`src/rtl/alu_arbiter_pkg.sv`:
```
// Shared ALU types: operand width, command encoding, task and response records.
// The EX stage and the arbiter both build on these definitions.
package alu;

    localparam int DATA_WIDTH = 16;
    localparam int TAG_WIDTH  = 3;

    typedef enum logic [2:0] {
        ALU_ADD = 3'd0,
        ALU_SUB = 3'd1,
        ALU_AND = 3'd2,
        ALU_OR  = 3'd3,
        ALU_XOR = 3'd4
    } alu_cmd_t;

    typedef struct packed {
        alu_cmd_t              cmd;
        logic [DATA_WIDTH-1:0] a;
        logic [DATA_WIDTH-1:0] b;
    } alu_task_t;

    typedef struct packed {
        logic [DATA_WIDTH-1:0] data;
        logic [TAG_WIDTH-1:0]  tag;
        logic                  owner;
    } alu_rsp_t;

endpackage

```
`src/rtl/alu_arbiter_if.sv`:
```
// Two-requester ALU bus: request handshakes in, one shared result register out.
// slave is the arbiter side, master is the requester side.
interface alu_arbiter_if #(
    parameter int DATA_WIDTH = alu::DATA_WIDTH,
    parameter int TAG_W      = 3
) ();

    logic                  req0_valid_i;
    logic                  req1_valid_i;
    logic                  req0_ready_o;
    logic                  req1_ready_o;
    alu::alu_task_t        req0_task_i;
    alu::alu_task_t        req1_task_i;
    logic [TAG_W-1:0]      req0_tag_i;
    logic [TAG_W-1:0]      req1_tag_i;
    logic                  rsp0_valid_o;
    logic                  rsp1_valid_o;
    logic                  rsp0_ready_i;
    logic                  rsp1_ready_i;
    logic [DATA_WIDTH-1:0] rsp_data_o;
    logic [TAG_W-1:0]      rsp_tag_o;
    logic                  busy_o;

    modport slave (
        input  req0_valid_i, req1_valid_i, req0_task_i, req1_task_i,
        input  req0_tag_i, req1_tag_i, rsp0_ready_i, rsp1_ready_i,
        output req0_ready_o, req1_ready_o, rsp0_valid_o, rsp1_valid_o,
        output rsp_data_o, rsp_tag_o, busy_o
    );

    modport master (
        output req0_valid_i, req1_valid_i, req0_task_i, req1_task_i,
        output req0_tag_i, req1_tag_i, rsp0_ready_i, rsp1_ready_i,
        input  req0_ready_o, req1_ready_o, rsp0_valid_o, rsp1_valid_o,
        input  rsp_data_o, rsp_tag_o, busy_o
    );

endinterface

```
`src/rtl/alu_arbiter_core.sv`:
```
// Combinational ALU: modular add/sub and bitwise ops, no flags.
// Unknown command encodings produce zero rather than an error.
module alu_core
    import alu::*;
(
    input  alu_task_t             task_i,
    output logic [DATA_WIDTH-1:0] result_o
);

    always_comb begin
        result_o = '0;
        case (task_i.cmd)
            ALU_ADD: result_o = task_i.a + task_i.b;
            ALU_SUB: result_o = task_i.a - task_i.b;
            ALU_AND: result_o = task_i.a & task_i.b;
            ALU_OR:  result_o = task_i.a | task_i.b;
            ALU_XOR: result_o = task_i.a ^ task_i.b;
            default: result_o = '0;
        endcase
    end

endmodule

```
`src/rtl/alu_arbiter.sv`:
```
// Round-robin share of one ALU between two requesters, with a one-entry
// result register that can drain and refill in the same cycle.
module alu_arbiter
    import alu::alu_task_t;
#(
    parameter int DATA_WIDTH = alu::DATA_WIDTH,
    parameter int TAG_W      = 3
) (
    input logic          clk_i,
    input logic          rst_i,
    alu_arbiter_if.slave bus
);

    logic                  full_q, full_d;
    logic                  owner_q, owner_d;
    logic [DATA_WIDTH-1:0] data_q, data_d;
    logic [TAG_W-1:0]      tag_q, tag_d;
    logic                  last_grant_q, last_grant_d;

    logic [1:0]                 req_valid;
    logic [1:0]                 req_ready;
    logic [1:0]                 rsp_valid;
    logic [1:0]                 rsp_ready;
    logic [1:0]                 grant;
    logic                       drain;
    logic                       can_accept;
    logic                       accept;
    alu_task_t                  sel_task;
    logic [TAG_W-1:0]           sel_tag;
    logic [alu::DATA_WIDTH-1:0] core_result;

    assign req_valid = {bus.req1_valid_i, bus.req0_valid_i};
    assign rsp_ready = {bus.rsp1_ready_i, bus.rsp0_ready_i};

    for (genvar gi = 0; gi < 2; gi++) begin : g_port
        assign rsp_valid[gi] = full_q && (owner_q == 1'(gi));
    end

    // last_grant_q == 1 means port 1 went last, so port 0 wins a tie.
    always_comb begin
        grant = 2'b00;
        if (req_valid[0] && (!req_valid[1] || last_grant_q)) begin
            grant = 2'b01;
        end else if (req_valid[1]) begin
            grant = 2'b10;
        end
    end

    assign drain      = |(rsp_valid & rsp_ready);
    assign can_accept = !full_q || drain;
    assign req_ready  = grant & {2{can_accept}};
    assign accept     = |(req_valid & req_ready);

    assign sel_task = grant[1] ? bus.req1_task_i : bus.req0_task_i;
    assign sel_tag  = grant[1] ? bus.req1_tag_i  : bus.req0_tag_i;

    alu_core u_core (
        .task_i   (sel_task),
        .result_o (core_result)
    );

    always_comb begin
        full_d       = full_q;
        owner_d      = owner_q;
        data_d       = data_q;
        tag_d        = tag_q;
        last_grant_d = last_grant_q;
        if (accept) begin
            full_d       = 1'b1;
            owner_d      = grant[1];
            data_d       = DATA_WIDTH'(core_result);
            tag_d        = sel_tag;
            last_grant_d = grant[1];
        end else if (drain) begin
            full_d = 1'b0;
        end
    end

    always_ff @(posedge clk_i) begin
        if (rst_i) begin
            full_q       <= 1'b0;
            owner_q      <= 1'b0;
            data_q       <= '0;
            tag_q        <= '0;
            last_grant_q <= 1'b1;
        end else begin
            full_q       <= full_d;
            owner_q      <= owner_d;
            data_q       <= data_d;
            tag_q        <= tag_d;
            last_grant_q <= last_grant_d;
        end
    end

    assign bus.req0_ready_o = req_ready[0];
    assign bus.req1_ready_o = req_ready[1];
    assign bus.rsp0_valid_o = rsp_valid[0];
    assign bus.rsp1_valid_o = rsp_valid[1];
    assign bus.rsp_data_o   = data_q;
    assign bus.rsp_tag_o    = tag_q;
    assign bus.busy_o       = full_q;

endmodule

```
`src/flat_wrapper.sv`:
```
// flat-port wrapper written by rule: the top's interface ports become plain ports
module alu_arbiter_flat import alu::alu_task_t;
#(
    parameter int DATA_WIDTH = alu::DATA_WIDTH,
    parameter int TAG_W      = 3
)
  (clk_i, rst_i, bus_req0_valid_i, bus_req1_valid_i, bus_req0_task_i, bus_req1_task_i, bus_req0_tag_i, bus_req1_tag_i, bus_rsp0_ready_i, bus_rsp1_ready_i, bus_req0_ready_o, bus_req1_ready_o, bus_rsp0_valid_o, bus_rsp1_valid_o, bus_rsp_data_o, bus_rsp_tag_o, bus_busy_o);
  alu_arbiter_if #(.DATA_WIDTH(DATA_WIDTH), .TAG_W(TAG_W)) bus_i ();
  input logic clk_i;
  input logic rst_i;
  input wire logic [$bits(bus_i.req0_valid_i)-1:0] bus_req0_valid_i;
  input wire logic [$bits(bus_i.req1_valid_i)-1:0] bus_req1_valid_i;
  input wire logic [$bits(bus_i.req0_task_i)-1:0] bus_req0_task_i;
  input wire logic [$bits(bus_i.req1_task_i)-1:0] bus_req1_task_i;
  input wire logic [$bits(bus_i.req0_tag_i)-1:0] bus_req0_tag_i;
  input wire logic [$bits(bus_i.req1_tag_i)-1:0] bus_req1_tag_i;
  input wire logic [$bits(bus_i.rsp0_ready_i)-1:0] bus_rsp0_ready_i;
  input wire logic [$bits(bus_i.rsp1_ready_i)-1:0] bus_rsp1_ready_i;
  output wire logic [$bits(bus_i.req0_ready_o)-1:0] bus_req0_ready_o;
  output wire logic [$bits(bus_i.req1_ready_o)-1:0] bus_req1_ready_o;
  output wire logic [$bits(bus_i.rsp0_valid_o)-1:0] bus_rsp0_valid_o;
  output wire logic [$bits(bus_i.rsp1_valid_o)-1:0] bus_rsp1_valid_o;
  output wire logic [$bits(bus_i.rsp_data_o)-1:0] bus_rsp_data_o;
  output wire logic [$bits(bus_i.rsp_tag_o)-1:0] bus_rsp_tag_o;
  output wire logic [$bits(bus_i.busy_o)-1:0] bus_busy_o;
  assign bus_i.req0_valid_i = bus_req0_valid_i;
  assign bus_i.req1_valid_i = bus_req1_valid_i;
  assign bus_i.req0_task_i = bus_req0_task_i;
  assign bus_i.req1_task_i = bus_req1_task_i;
  assign bus_i.req0_tag_i = bus_req0_tag_i;
  assign bus_i.req1_tag_i = bus_req1_tag_i;
  assign bus_i.rsp0_ready_i = bus_rsp0_ready_i;
  assign bus_i.rsp1_ready_i = bus_rsp1_ready_i;
  assign bus_req0_ready_o = bus_i.req0_ready_o;
  assign bus_req1_ready_o = bus_i.req1_ready_o;
  assign bus_rsp0_valid_o = bus_i.rsp0_valid_o;
  assign bus_rsp1_valid_o = bus_i.rsp1_valid_o;
  assign bus_rsp_data_o = bus_i.rsp_data_o;
  assign bus_rsp_tag_o = bus_i.rsp_tag_o;
  assign bus_busy_o = bus_i.busy_o;
  alu_arbiter #(.DATA_WIDTH(DATA_WIDTH), .TAG_W(TAG_W)) u_core (.clk_i(clk_i), .rst_i(rst_i), .bus(bus_i));
endmodule
```
`config.mk`:
```
export PLATFORM = sky130hd
export DESIGN_NAME = alu_arbiter_flat
export DESIGN_NICKNAME = d
export VERILOG_FILES = /design/src/rtl/alu_arbiter_pkg.sv /design/src/rtl/alu_arbiter_if.sv /design/src/rtl/alu_arbiter_core.sv /design/src/rtl/alu_arbiter.sv /design/src/flat_wrapper.sv
export SDC_FILE = /design/constraint.sdc
export NUM_CORES = 1
export LEC_CHECK = 0
export CAP_MARGIN = 20
export CORE_ASPECT_RATIO = 0.6
export CORE_UTILIZATION = 40
export CTS_CLUSTER_SIZE = 40
export DETAILED_ROUTE_END_ITERATION = 8
export PLACE_DENSITY_LB_ADDON = 0.25
export SKIP_LAST_GASP = 1
export SLEW_MARGIN = 0
export SYNTH_ARGS = -nofsm -noshare
export SYNTH_HDL_FRONTEND = slang
export SYNTH_HIERARCHICAL = 1
export SYNTH_SLANG_ARGS = --single-unit
```
`constraint.sdc`:
```
create_clock -name clk_i -period 6.8 [get_ports clk_i]
set_clock_uncertainty 0.05 [all_clocks]
set_input_delay 1.7 -clock clk_i [delete_from_list [all_inputs] [get_ports clk_i]]
set_output_delay 1.7 -clock clk_i [all_outputs]
set_load 0.1 [all_outputs]
```
==> results by group <==
Yosys
  – Post-synth EDFFs: 0
  – Post-Syn Nets: 645
  – Register area share after synthesis: 12.86%
  – Seq cells post-synth: 22
  – Syn_area_per_cell: 6.663 um^2
  – Largest cells by area after synthesis: ha_1 18%, nand2_1 17%, dfxtp_1 13%
  – Synth Cell Area: 3425 um^2
  – Yosys top cell by area: ha_1
  – Asr flop ratio synth: 0%
  – Synth top area share: 17.54%
  – Yosys Warn Count: 6
  – Synth cell types: 56
  – Top_reg_cell synth: dfxtp_1
  – Synth Instances: 514

Pwr
  – Power Dens Cells: 211.7 nW/um^2
  – Leak pwr: 2.193 nW
  – Final Power: 986.2 uW
  – VDD IR-drop max: 0.2181 mV

Final layout
  – Most frequent cells in the layout: 154 x nand2_1, 103 x clkdlybuf4s50_1, 48 x ha_1
  – Syn-to-layout area delta: 36.06%
  – Commonest non-fill, non-tap cell in the layout: nand2_1
  – Area of the multi-input gates: 2734 um^2
  – Non-Filler Instances: 715
  – # diodes: 0
  – Nets: 739
  – Final Util: 57.74%
  – Number of fill cells: 783
  – Fraction of layout instances using a drive strength above 1: 4.283%
  – FF+latch area: 440.4 um^2

STA
  – Tmin final: 6.097 ns
  – Fmax: 164.0 MHz
  – RSZ-0062 raised after global routing: no
  – Slew Viols, Final: 0
  – Slew at the pin closest to its max-slew limit: 0.9826 ns
  – Worst slew margin: 34.29%
  – Post-Route Setup TNS: 0 ns
  – Final Cycle Share: 89.66%
  – Final Hold Fails: 0
  – Final setup fails: 0

CTS
  – CTS resizes: 0
  – CTS H-tree lvls: 1
  – Post-CTS Hold Fix Bufs: 0
  – CTS Root Cell: clkbuf_16
  – Worst-case clock buffer depth: 2
  – Num CTS Buffers: 3
  – # clock sinks: 22
  – Post-CTS setup buffers: 0
  – Clock transition at path regs: 0.06 ns
  – CTS tree: built
  – Clk_lat worst skew: 0.26 ns

Place
  – DP Cell Count: 711
  – Gpl congestion: 0.9663
  – Dpl hpwl: 9288 um
  – PortBufs: 105

Route
  – Antenna Nets Post-Route: 0
  – Metal2 WL: 3891 um
  – Drt pass-1 iters: 5
  – DR DRC count: 0
  – Routed wire per std cell: 16.32 um
  – M1 WL: 6217 um
  – Max Used Layer: met4
  – Detailed Route Iter0 Violations: 428
  – Routed WL: 11,670 um
  – Met3 Wirelength: 1550 um
  – Routed vias/inst: 5.344
  – Vias: 3,821

Global routing
  – Gr usage total: 26.32%
  – Initial antenna violation count: 0
  – Overflow after GRT: 0
  – Pin count of the biggest net entering global routing: 38
  – Global-route wire length before repair: 18,220 um
  – Vias in the first global route: 3,433

Die
  – Die Width: 121.5 um
  – I/O pin count: 106
  – Core area: 8070 um^2
  – Rows: 25
  – Die height: 73.67 um
  – Die Area: 8947 um^2
  – Starting Density: 42.43%

Critical path
  – Crit. End Element: flip-flop
  – Worst setup SP type: primary input
  – Arrival time at the worst endpoint: 6.16 ns
  – Worst Path Required: 6.87 ns
  – CP max FO: 26
  – Critical path class: in -> reg

Min path
  – Min-delay worst type: reg -> reg

Run
  – Maxcap violations: 0

Status
  – Status: completed
-- path summary, 6_finish.rpt --
kind / startpoint / end / slack, ns / depth (start not counted)
hold reg to reg: u_core/bus.rsp_data_o[13] / u_core/bus.rsp_data_o[13] / 0.41 / 2
setup / recovery: bus_req1_valid_i / u_core/bus.rsp_data_o[13] / 0.70 / 18
setup reg to reg: u_core/last_grant_q / u_core/bus.rsp_data_o[13] / 2.52 / 17
hold / removal: u_core/bus.rsp_data_o[13] / u_core/bus.rsp_data_o[13] / 0.41 / 2
-- worst max-delay path, cell delays in order --
cell and delay (ns):
clkdlybuf4s50_1 0.63, a21bo_1 0.50, buf_4 0.34, nand2_1 0.09
nand2_1 0.15, nor4_1 0.49, and4_1 0.33, nor2_1 0.08
xnor2_1 0.14, ha_1 0.43, nand4_1 0.16, a21oi_1 0.15
o21ai_0 0.11, o21ai_0 0.21, xor2_1 0.13, a221o_1 0.35
nand2_1 0.07, mux2i_1 0.07
-- cells by family (layout without fill, tap and decap cells) --
group                    Yosys count  in the layout  synth area share, %
AO/OA/AOI/OAI                    103            103                19.99
XOR/XNOR                          26             26                6.650
adder cells (fa/ha/maj)           49             49                18.12
buffers and inverters             61            154                7.307
flip-flops                        22             22                12.86
multiplexers                      22             22                6.540
AND/OR/NAND/NOR                  231            231                28.53
-- layout make-up --
type                    count  area share (%)
repair buffers            113           23.74
clock buffers               3           1.611
well taps                 108           2.900
multi-input cells         431           58.67
clock inverters             1          0.6445
inverters                  37           2.981
flip-flops and latches     22           9.452
-- stage by stage --
stage / worst slack, ns / area (um^2) / hold slack, ns
after floorplan: 1.355 / 3425 / 0.4270
after global placement: 0.6537 / 4554 / 0.3936
after detailed placement: 0.5642 / 4554 / 0.3971
after CTS: 0.7984 / 4659 / 0.4160
after global routing: 0.4405 / 4659 / 0.4278
final: 0.7029 / 4659 / 0.4117
-- sequential cells by signal, indices dropped and copies added (netlist names) --
| register | count |
|---|---|
| u_core/bus.rsp_data_o | 16 |
| u_core/bus.rsp_tag_o | 3 |
| u_core/bus.busy_o | 1 |
| u_core/last_grant_q | 1 |
| u_core/owner_q | 1 |
-- synthesized netlist by cell type, types with 8 or more instances --
cell type,instances
nor2_1,37
a21oi_1,26
xnor2_1,19
clkbuf_1,14
nand2_1,154
buf_2,8
ha_1,48
inv_1,36
dfxtp_1,22
a211oi_1,9
o21ai_0,25
mux2i_1,21
-- where the power goes --
| group | switching, mW | internal [mW] | total [mW] |
|---|---|---|---|
| sequential | 0.0135 | 0.147 | 0.161 |
| combinational | 0.420 | 0.236 | 0.656 |
| clock | 0.0530 | 0.117 | 0.170 |
-- layer usage --
| layer | vias to the layer above | global-route usage [%] |
|---|---|---|
| met4 | 0 | 0.9602 |
| li1 | 1925 | - |
| met2 | 199 | 33.40 |
| met1 | 1695 | 43.04 |
| met3 | 2 | 7.686 |
| met5 | - | 0 |
Note: power is estimated with default switching activity, not from simulation.
==> RTL edit: new RTL, same flow settings <==
The package constant `DATA_WIDTH` goes from 16 to 20.
--- a/src/rtl/alu_arbiter_pkg.sv
+++ b/src/rtl/alu_arbiter_pkg.sv
@@ -3,5 +3,5 @@
 package alu;
 
-    localparam int DATA_WIDTH = 16;
+    localparam int DATA_WIDTH = 20;
     localparam int TAG_WIDTH  = 3;
 
Interface: changed (resized bus_req0_task_i, bus_req1_task_i and bus_rsp_data_o); port bits go from 106 to 126. No check against the original RTL was run, so the function may have changed too.
==> RTL edit against the original RTL <==
  * Total power up 14%
  * Critical path type unchanged
  * Cell area up 22%
  * Count of clock-buffer cells in the layout up 1
  * Register-to-register slack worse by 350 ps
  * Synthesized area up 24%
  * Largest power group unchanged
  * Routed wire length up 12%
  * Setup slack worse by 270 ps
  * Sequential cell count up 4
==> RTL edit: results (changes against the original RTL) <==
- Via count normalized by instance count: 5.21 (-2.6%)
- Internal power: 0.000551 W (+10%)
- The portion of the layout cell area used by clock cells is 1.56% (-0.69 points).
- Post-Place Setup Slack: 228 ps (-336 ps)
- The sequential share of cell area is 9.15% (-0.30 points).
* Flip-flop count of the largest register, all copies and words added: 20 (+4)
* Non-clock buffers: 133 (+18%)
- Seq cells post-synth: 26 (+18%)
* Total placed instance area: 5580 um^2 (+22%)
- The combined global-route utilization of all metal layers is 24.3% (-2.0 points).
- The distinct cell type count after synthesis came to 60 (+7.1%).
* Fraction of synthesis flops using an asynchronous set or reset pin: 0% (unchanged)
* Clk_lat worst skew: roughly 250 ps
* XOR/XNOR share of the synthesized area: 7.00% (+0.35 points)
- Total number of multi-input combinational cells: 529 (+23%)
- Number of inserted filler cells in the final layout: 962 (+23%)
- The biggest fanout along the worst timing path came to 34 (+31%).
- Global-route wire length before repair: 20,900 um (+15%)
* Non-clock buffer area fraction after layout: 23.2% (-0.55 points)
- Inverters: 48 (+30%)
* Iteration-0 DRC Markers: 262 (-39%)
- Placed wire-length estimate after detailed placement: 10,800 um (+17%)
- Number of global-route vias before repair: 4,108 (+20%)
* Detailed route wirelength on metal3: 935 um (-40%)
- The worst hold path begins at u_core/bus.rsp_data_o[1].
- After synthesis, the cell types taking the most area are sky130_fd_sc_hd__ha_1, sky130_fd_sc_hd__nand2_1, sky130_fd_sc_hd__dfxtp_1.
- The met1 wire length came to 6980 um (+12%).
- Maximum number of pins on one net before global-route repair: 45 (+18%)
* Synth Area in Adders: 18.1% (about the same)
- Share of cell area taken by muxes after synthesis: 6.41% (-0.13 points)
- The count of buffers from port buffering came to 125 (+19%).
- Part of the Yosys area used for sequential elements: 12.2% (-0.63 points)
- Aggregate routed wire length: 13,100 um (+12%)
* Number of nets in the layout: 900 (+22%)
* Worst EP arrival: 6500 ps (+340 ps)
* Synth Net Count: 795 (+23%)
- Sequential standard cell area: 520 um^2 (+18%)
* Top cells by count, synth: sky130_fd_sc_hd__nand2_1, sky130_fd_sc_hd__ha_1, sky130_fd_sc_hd__inv_1, sky130_fd_sc_hd__a21oi_1, sky130_fd_sc_hd__nor2_1
* Number of clock buffers in the layout: 4 (+1)
- The weighted congestion at the end of routability-driven global placement came to 0.915 (-5.3%).
* Relative slew slack: 34.8% (+0.47 points)
* Fraction of layout instances using a drive strength above 1: 4.59% (+0.31 points)
- Result of the run: finished, final reports clean
-- RTL edit: cell types whose count changed after synthesis, sizes merged, moves of 5 or more --
| cell | delta |
|---|---|
| a21oi | +16 |
| xnor2 | +7 |
| a31oi | +5 |
| o21ai | +7 |
| inv | +10 |
| o31ai | +5 |
| nand2 | +45 |
| ha | +12 |
| clkbuf | +7 |
-- RTL edit: power groups by stage --
stage	Clock [W]	Sequential [W]	Combinational, W
finish	0.000138	0.000188	0.000801
global route	0.000148	0.000191	0.000866
CTS	0.000141	0.000189	0.000789
detailed placement	0	0.000192	0.000786
global placement	0	0.000191	0.000779
floorplan	0	0.000333	0.000431
-- RTL edit: logic make-up (layout without fill, tap and decap cells) --
group / after synthesis / after routing
adder cells (fa/ha/maj): 61 / 61
flip-flops: 26 / 26
AND/OR/NAND/NOR: 275 / 275
AO/OA/AOI/OAI: 133 / 133
XOR/XNOR: 34 / 34
multiplexers: 26 / 26
buffers and inverters: 81 / 185
-- RTL edit: worst paths after layout --
path | slack [ps] | to
hold / removal | 410 | u_core/bus.rsp_data_o[1]
hold reg to reg | 410 | u_core/bus.rsp_data_o[1]
setup reg to reg | 2170 | u_core/bus.rsp_data_o[19]
setup / recovery | 430 | u_core/bus.rsp_data_o[19]
-- RTL edit: stage by stage --
stage	util, %	hold WS (ps)	cells
after CTS	56.2	413	874
after floorplan	-	445	636
after global routing	56.4	425	875
after detailed placement	55.3	400	870
final	56.4	410	875
after global placement	55.3	393	870
-- RTL edit: critical path, stage by stage --
cell	delay (ps)
sky130_fd_sc_hd__clkdlybuf4s50_1	600
sky130_fd_sc_hd__a21bo_2	470
sky130_fd_sc_hd__nand2_1	160
sky130_fd_sc_hd__nand2_1	230
sky130_fd_sc_hd__or2_2	530
sky130_fd_sc_hd__nor2_1	480
sky130_fd_sc_hd__a21oi_1	150
sky130_fd_sc_hd__xnor2_1	170
sky130_fd_sc_hd__ha_1	340
sky130_fd_sc_hd__a21oi_1	210
sky130_fd_sc_hd__o21a_1	180
sky130_fd_sc_hd__o21bai_1	80
sky130_fd_sc_hd__a21oi_1	270
sky130_fd_sc_hd__o211a_1	260
sky130_fd_sc_hd__xnor2_1	80
sky130_fd_sc_hd__o221ai_1	320
sky130_fd_sc_hd__nand2_1	110
sky130_fd_sc_hd__mux2i_1	150
-- RTL edit: routing by layer --
layer	track usage [%]	up-vias
met1	36.5	2016
met5	0	-
met3	2.22	8
li1	-	2351
met2	37.2	180
met4	4.27	0
